### config.mk
export PLATFORM = sky130hd
export DESIGN_NAME = gp_reg_bank
export DESIGN_NICKNAME = d
export VERILOG_FILES = /design/src/rtl/gp_reg_pkg.sv /design/src/rtl/gp_pulse_stretch.sv /design/src/rtl/gp_reg_bank.sv
export SDC_FILE = /design/constraint.sdc
export NUM_CORES = 2
export LEC_CHECK = 0
export ABC_AREA = 1
export CAP_MARGIN = 20
export CELL_PAD_IN_SITES_DETAIL_PLACEMENT = 0
export CELL_PAD_IN_SITES_GLOBAL_PLACEMENT = 2
export CORE_AREA = 10 10 451 453
export DETAILED_ROUTE_END_ITERATION = 12
export DIE_AREA = 0 0 461 463
export PLACE_DENSITY_LB_ADDON = 0.2
export SLEW_MARGIN = 15
export SYNTH_ARGS = -nofsm -noshare
export SYNTH_HDL_FRONTEND = slang
export SYNTH_HIERARCHICAL = 1
export SYNTH_SLANG_ARGS = --single-unit
export TNS_END_PERCENT = 100
### constraint.sdc
create_clock -name clk -period 5.01 [get_ports clk]
set_clock_uncertainty 0.15 [all_clocks]
set_input_delay 1.002 -clock clk [delete_from_list [all_inputs] [get_ports clk]]
set_output_delay 1.002 -clock clk [all_outputs]
set_load 0.02 [all_outputs]
### src/rtl/gp_reg_pkg.sv
// Shared definitions for the general-purpose register banks: page IDs,
// control-register offsets and small helpers.
package gp_reg_pkg;

    typedef enum logic [21:0] {
        PAGE_GLOBAL  = 22'd0,
        PAGE_CAPTURE = 22'd1,
        PAGE_LASER   = 22'd2,
        PAGE_BUS     = 22'd3,
        PAGE_OTHER   = 22'd4
    } page_id_e;

    // Control registers sit directly above the general registers.
    function automatic logic [9:0] commit_off(input int n_reg);
        return 10'(n_reg);
    endfunction

    function automatic logic [9:0] status_off(input int n_reg);
        return 10'(n_reg + 1);
    endfunction

    function automatic logic [9:0] errcnt_off(input int n_reg);
        return 10'(n_reg + 2);
    endfunction

    function automatic int clog2(input int v);
        int r;
        r = 0;
        for (int i = 0; i < 31; i++)
            if ((1 << i) < v) r = i + 1;
        return r;
    endfunction

    function automatic logic [31:0] byte_mask(input logic [3:0] be);
        logic [31:0] m;
        for (int k = 0; k < 4; k++)
            m[8*k +: 8] = {8{be[k]}};
        return m;
    endfunction

endpackage

### src/rtl/gp_pulse_stretch.sv
// Stretches a single-cycle trigger into a PULSE_LEN-cycle pulse; a new
// trigger while the pulse is running reloads the count.
module gp_pulse_stretch
    import gp_reg_pkg::*;
#(
    parameter int PULSE_LEN = 1
) (
    input  logic clk,
    input  logic rst,
    input  logic trig_i,
    output logic pulse_o
);
    localparam int CW = clog2(PULSE_LEN + 1);

    logic [CW-1:0] cnt_q, cnt_d;

    always_comb begin
        cnt_d = cnt_q;
        if (trig_i)
            cnt_d = CW'(PULSE_LEN);
        else if (cnt_q != '0)
            cnt_d = cnt_q - CW'(1);
    end

    always_ff @(posedge clk) begin
        if (rst) cnt_q <= '0;
        else     cnt_q <= cnt_d;
    end

    assign pulse_o = (cnt_q != '0);

endmodule

### src/rtl/gp_reg_bank.sv
// Paged register bank: general/pulse/shadowed registers plus COMMIT,
// sticky STATUS and an unmapped-access counter. Two-stage access pipeline.
module gp_reg_bank
    import gp_reg_pkg::*;
#(
    parameter int               N_REG       = 32,
    parameter int unsigned      PAGE_ID     = 1,
    parameter logic [N_REG-1:0] PULSE_MASK  = '0,
    parameter logic [N_REG-1:0] SHADOW_MASK = '0,
    parameter int               PULSE_LEN   = 1
) (
    input  logic                 clk,
    input  logic                 rst,
    input  logic [31:0]          addr,
    input  logic [31:0]          data,
    input  logic [3:0]           be,
    input  logic                 wren,
    input  logic                 rden,
    input  logic [31:0]          sts_in,
    output logic [31:0]          rd_data,
    output logic                 rd_valid,
    output logic [N_REG*32-1:0]  reg_out,
    output logic [N_REG-1:0]     pulse_out,
    output logic                 err
);
    localparam logic [9:0] OFF_COMMIT = commit_off(N_REG);
    localparam logic [9:0] OFF_STATUS = status_off(N_REG);
    localparam logic [9:0] OFF_ERRCNT = errcnt_off(N_REG);

    // Stage 1: registered request
    logic        s1_hit_q, s1_wr_q, s1_rd_q;
    logic [9:0]  s1_off_q;
    logic [31:0] s1_data_q;
    logic [3:0]  s1_be_q;

    always_ff @(posedge clk) begin
        if (rst) begin
            s1_hit_q  <= 1'b0;
            s1_wr_q   <= 1'b0;
            s1_rd_q   <= 1'b0;
            s1_off_q  <= '0;
            s1_data_q <= '0;
            s1_be_q   <= '0;
        end else begin
            s1_hit_q  <= (addr[31:10] == 22'(PAGE_ID));
            s1_wr_q   <= wren;
            s1_rd_q   <= rden;
            s1_off_q  <= addr[9:0];
            s1_data_q <= data;
            s1_be_q   <= be;
        end
    end

    // Stage 2: access
    logic        s2_wr, s2_rd, s2_unmapped, s2_commit;
    logic [31:0] s2_mask, s2_wdata;

    assign s2_wr       = s1_hit_q & s1_wr_q;
    assign s2_rd       = s1_hit_q & s1_rd_q;
    assign s2_mask     = byte_mask(s1_be_q);
    assign s2_wdata    = s1_data_q & s2_mask;
    assign s2_unmapped = (s2_wr | s2_rd) && (s1_off_q > OFF_ERRCNT);
    assign s2_commit   = s2_wr && (s1_off_q == OFF_COMMIT) && s1_data_q[0] && s1_be_q[0];

    logic [N_REG-1:0][31:0] reg_q, reg_d, stg_q, stg_d;
    logic [31:0]            sts_q, sts_d, rd_data_q, rd_data_d;
    logic [15:0]            errcnt_q, errcnt_d;
    logic                   rd_valid_q, err_q;

    always_comb begin
        reg_d = reg_q;
        stg_d = stg_q;
        for (int i = 0; i < N_REG; i++) begin
            if (s2_wr && (s1_off_q == 10'(i))) begin
                if (SHADOW_MASK[i]) stg_d[i] = (stg_q[i] & ~s2_mask) | s2_wdata;
                else                reg_d[i] = (reg_q[i] & ~s2_mask) | s2_wdata;
            end
            if (SHADOW_MASK[i] && s2_commit)
                reg_d[i] = stg_q[i];
        end

        // Set wins over clear on the same bit.
        sts_d = sts_q | sts_in;
        if (s2_wr && (s1_off_q == OFF_STATUS))
            sts_d = (sts_q & ~s2_wdata) | sts_in;

        errcnt_d = errcnt_q;
        if (s2_unmapped) begin
            if (errcnt_q != 16'hFFFF) errcnt_d = errcnt_q + 16'd1;
        end else if (s2_wr && (s1_off_q == OFF_ERRCNT) && (s1_data_q == '0)) begin
            errcnt_d = '0;
        end

        // Reads see the pre-write state; shadowed registers return the live value.
        rd_data_d = '0;
        if (s2_rd) begin
            for (int i = 0; i < N_REG; i++)
                if (s1_off_q == 10'(i)) rd_data_d = reg_q[i];
            if (s1_off_q == OFF_STATUS) rd_data_d = sts_q;
            if (s1_off_q == OFF_ERRCNT) rd_data_d = {16'h0, errcnt_q};
        end
    end

    always_ff @(posedge clk) begin
        if (rst) begin
            reg_q      <= '0;
            stg_q      <= '0;
            sts_q      <= '0;
            errcnt_q   <= '0;
            rd_data_q  <= '0;
            rd_valid_q <= 1'b0;
            err_q      <= 1'b0;
        end else begin
            reg_q      <= reg_d;
            stg_q      <= stg_d;
            sts_q      <= sts_d;
            errcnt_q   <= errcnt_d;
            rd_data_q  <= rd_data_d;
            rd_valid_q <= s2_rd;
            err_q      <= s2_unmapped;
        end
    end

    assign reg_out  = reg_q;
    assign rd_data  = rd_data_q;
    assign rd_valid = rd_valid_q;
    assign err      = err_q;

    for (genvar g = 0; g < N_REG; g++) begin : g_pulse
        if (PULSE_MASK[g]) begin : g_on
            logic trig;
            assign trig = s2_wr && (s1_off_q == 10'(g)) && (s2_wdata != '0);
            gp_pulse_stretch #(.PULSE_LEN(PULSE_LEN)) u_stretch (
                .clk     (clk),
                .rst     (rst),
                .trig_i  (trig),
                .pulse_o (pulse_out[g])
            );
        end else begin : g_off
            assign pulse_out[g] = 1'b0;
        end
    end

endmodule
Yosys cells after proc, flatten, opt, wreduce, memory -nomap -nowiden
Index checks and enable logic that the tools add are counted.
Word-level totals
  register bits: 1155
  output and inout bits: 1090
  logic and storage cells: 236
Cells by class
  add/subtract/negate cells: 1
  magnitude comparators: 1
  eq/ne operators: 36
  mux-type cells: 38
  bitwise gates (word level): 74
  reductions and logical operators: 42
Operators with widths (number)
  $and 32x32->32: 34
  $mux 32: 34
  $or 32x32->32: 34
  $eq 10x5->1 const B: 16
  $eq 10x4->1 const B: 8
  $mux 16: 4
  $not 32->32: 2
  $eq 10x3->1 const B: 4
  $logic_and 1x1->1: 36
  $logic_not 32->1: 1
  $eq 22x1->1 const B: 1
  $eq 10x2->1 const B: 2
  $eq 10x6->1 const B: 2
  $add 16x1->16 const B: 1
  $ne 16x16->1 const B: 1
  $eq 10x1->1 const B: 1
  $gt 10x6->1 const B: 1
  $logic_not 10->1: 1
  $reduce_or 3->1: 1
  $and 1x1->1: 2
  $ne 2x1->1 const B: 1
  $reduce_and 2->1: 1
  $reduce_bool 2->1: 1
  $reduce_or 2->1: 1
  2 further kinds: 2

Depth between registers and ports, before layout
  depth in word-level cells: 35
  depth in mapped cells: 25
  depth with buffers taken out: 25

Worst setup path after synthesis
OpenSTA, ideal clock, no wires.
  path kind: reg2reg
  from: register s1_off_q[9]
  to: register (tool-made name)
  setup time: 119 ps
  arrival time: 2206 ps
  path slack: 2535 ps
  cell stages (with the launch flop): 13
  period minus slack after synthesis: 2475 ps
  cells stage by stage: dfxtp_1 nor2_4 nand2_4 nor3_1 inv_2 buf_2 nor2_1 inv_1 nor2_1 nand2_1 buf_2 o21ai_0 a21oi_1
RTL lines
  start: declaration: RTL line gp_reg_bank.sv:32  | logic [9:0] s1_off_q;
  start signal: assignment: RTL line gp_reg_bank.sv:48  | s1_off_q <= addr[9:0];

Worst setup path in the final report
  from: register s1_off_q[2]
  to: register rd_data_q[10] (netlist: rd_data[10])
On the way
  word-level cells in the longest chain between the ends: 35
  elaborated cells on any way between the ends: 68
  those cells by class: 33 x eq/ne; 34 x mux; 1 x reduce/logical
Ends and longest elaborated chain
  $logic_not 10->1: RTL line gp_reg_bank.sv:98  | if (s1_off_q == 10'(i)) rd_data_d = reg_q[i];
  $mux 32 (32 in a row): RTL line gp_reg_bank.sv:98
  $mux 32: RTL line gp_reg_bank.sv:99  | if (s1_off_q == OFF_STATUS) rd_data_d = sts_q;
  $mux 16 *: RTL line gp_reg_bank.sv:100  | if (s1_off_q == OFF_ERRCNT) rd_data_d = {16'h0, errcnt_q};
  end signal: assignment: RTL line gp_reg_bank.sv:118  | rd_data_q <= rd_data_d;
  end: declaration: RTL line gp_reg_bank.sv:66  | logic [31:0] sts_q, sts_d, rd_data_q, rd_data_d;
Every way passes the cells marked *; elsewhere a longest branch is shown, timed or not.
A chain may end at the register's enable or synchronous reset.

==> reports/results.txt <==
clk sinks: 1155
synth unique cells: 38
global-route wire length before repair: 472000 um
Die W: 461 um
Post-Synth Adder-Cell Area: 0.0252%
Min Hold Slack: 0.315 ns
Via Count: 55300
vias in the first global route: 52200
most frequent CP cell: nand4_1
Max Cap Viol: 0
critical path arrival: 5.49 ns
all-layer global routing usage: 31.7%
peak supply drop: 0.249 mV
Vias/cell: 5.10
Setup WS post-layout: 0.0529 ns
CP max stage delay: 0.42 ns
Mapped Area: 49700 um2
Max transition margin: 17.2%
Area Overhead vs Synth: 38.7%
drt drc: 0
grt total ovfl: 0
worst-path cell chain: nor2_4, nand2_2, nor3_2, buf_4, nand2_1, nand4_1, nor2_1, nand4_1, nor2_1, nand4_1, nor2_1, nand4_1, nor2_2, nand4_1, nor2_2, nand4_1, nor2_1, nand4_1, nor2_1, nand4_1, nand2_1, nand2_1
TritonCTS buffer count: 144
Power Density: 301 nW/um2
setup TNS: 0 ns
post-synth top area share: 46.5%
largest cells by area after synthesis: dfxtp_1 47%, a21oi_1 11%, o21ai_0 9.8%
Fillers: 20800
HP Class: flop to flop
Max H-tree Level: 4
insertion delay of the later-clocked pin in the worst-skew pair: 0.80 ns
clock share of power: 50.3%
status: finished clean
DR WL/cell: 33.0 um
row cnt: 162
RSZ-0062 raised after global routing: yes
die footprint: 213000 um2
core area: 194000 um2
GP Congestion: 0.916
Final min period: 4.96 ns
Worst Path Max Fanout: 14
# setup viols final: 0
dpl ws: -0.240 ns
Pre-antenna DRT Iters: 6
internal power: 15.5 mW
P_sw: 5.27 mW
initial drt markers: 6113
IO Pins: 1194
most common cell after layout, fill and taps aside: nand2_1
CTS Hold Bufs: 0
CTS max path bufs: 3
Root Driver: clkbuf_16
WS Path Type: flop to flop
commonest cells after routing, fill and taps aside: 1192 x nand2_1, 1160 x clkdlybuf4s50_1, 1118 x dfxtp_1, 1101 x inv_1, 1078 x a21oi_1
layout cells sized above 1: 6.56%
Critical Path Sink Type: flop
Clock Pin Slew Worst Setup and Hold Paths: 0.07 ns
Syn Inst Count: 7159
f_max: 202 MHz
crit path max-delay cell type: dfxtp_1
Flop pwr share: 44.8%
Req. time, crit path: 5.54 ns
CP Launch Point: s1_off_q[2]
largest family of logic cells by synthesized area: compound AO/OA/AOI/OAI gates
WL final: 358000 um
switching share of power: 25.4%
worst slew pin tran: 1.24 ns
HPWL Detailed: 269000 um
Compound-Gate Fraction of Synth Area: 20.9%
R2R Path Start: s1_off_q[2]
Mean Syn Cell Area: 6.94 um2
fin util: 35.5%
initial antenna violation count: 27
Final period util: 98.9%
CTS tree: yes
register area share after synthesis: 46.5%
post-synthesis mux area share: 0%
largest net degree at the start of global routing: 219
post-synthesis simple-gate area fraction: 19.9%
nets@finish: 8298
dpl cells: 10600
Non-Filler Instances: 10900
leakage power: 23.2 nW
area leader, netlist: dfxtp_1
Antenna Nets Post-Route: 0
xor/xnor share of the synthesized area: 0.0176%
IO buf count: 1161
Chip Height: 463 um
Logic pwr share: 4.9%
CP startpoint kind: flop
synthesized flop and latch total: 1155
Slew Limit Fails: 0
Final Hold Viols: 0
synth warn: 6
initial core utilization: 25.6%
## metrics by stage
step | cell area (um2) | power [mW]
after global placement | 64200 | 10.5
after floorplan | 49800 | 9.94
final | 69000 | 20.8
after detailed placement | 64300 | 10.5
after global routing | 68900 | 21.3
after CTS | 68800 | 20.9
## path summary, 6_finish.rpt
kind	endpoint	slack, ns	cells after the start
worst max-delay path	rd_data[10]	0.05	22
worst min-delay path	flop	0.31	2
worst max register to register	rd_data[10]	0.05	22
worst min register to register	flop	0.31	2
## synthesized netlist by cell type, drive strengths merged
cell and count:
a31oi 4, clkinv 6, a311o 1, nor3b 3
nand4 207, o22ai 2, o2111ai 1, o21ai 980
inv 1111, o21bai 1, a21oi 1078, o211ai 2
o21a 1, ha 1, nand3 287, buf 101
nor3 52, conb 1, nand3b 1, dfxtp 1155
and3 2, clkbuf 397, nor4 13, xor2 1
nor2 542, a211oi 2, nand2 1207
## layer usage
metal	vias up	global-route usage [%]	part of all wire [%]
met5	-	0	0.0036
li1	25100	-	-
met4	2	16.9	6.2
met1	26900	38.0	39
met2	2763	52.0	46
met3	563	7.95	8.6
## power groups by stage
| stage | clock network (mW) | logic (mW) | registers, mW |
|---|---|---|---|
| floorplan | 0 | 0.491 | 9.45 |
| global placement | 0 | 1.00 | 9.50 |
| detailed placement | 0 | 1.01 | 9.50 |
| CTS | 10.6 | 1.01 | 9.30 |
| global route | 10.9 | 1.07 | 9.30 |
| finish | 10.5 | 1.02 | 9.30 |
## worst max-delay path, delay by kind of cell (launching register included)
| kind | cells | cell delay, ns |
|---|---|---|
| and+or+nand+nor | 21 | 4.06 |
| buffers and inverters | 1 | 0.20 |
| DFF | 1 | 0.42 |
## cell type report
type / count / area (um2) / area share (%)
well taps: 2542 / 3180 / 4.61
clock buffers: 220 / 4320 / 6.26
repair buffers: 1355 / 13200 / 19.1
multi-input cells: 4420 / 20600 / 29.9
inverters: 1117 / 4200 / 6.09
diodes: 15 / 37.5 / 0.0544
flip-flops and latches: 1155 / 23200 / 33.6
clock inverters: 29 / 246 / 0.357
## kinds of logic (layout without fill, tap and decap cells)
logic type | after synthesis | count (layout)
buffers and inverters | 1615 | 2721
XOR/XNOR | 1 | 1
other | 1 | 47
AND/OR/NAND/NOR | 2314 | 2314
flip-flops | 1155 | 1155
adder cells (fa/ha/maj) | 1 | 1
AO/OA/AOI/OAI | 2072 | 2072
## what timing repair did
action,4_1_cts,5_1_grt
setup endpoints to repair,5,11
gates resized for setup,10,21
pin swaps,3,9
buffers inserted,0,0
(Power assumes the default switching activity.)
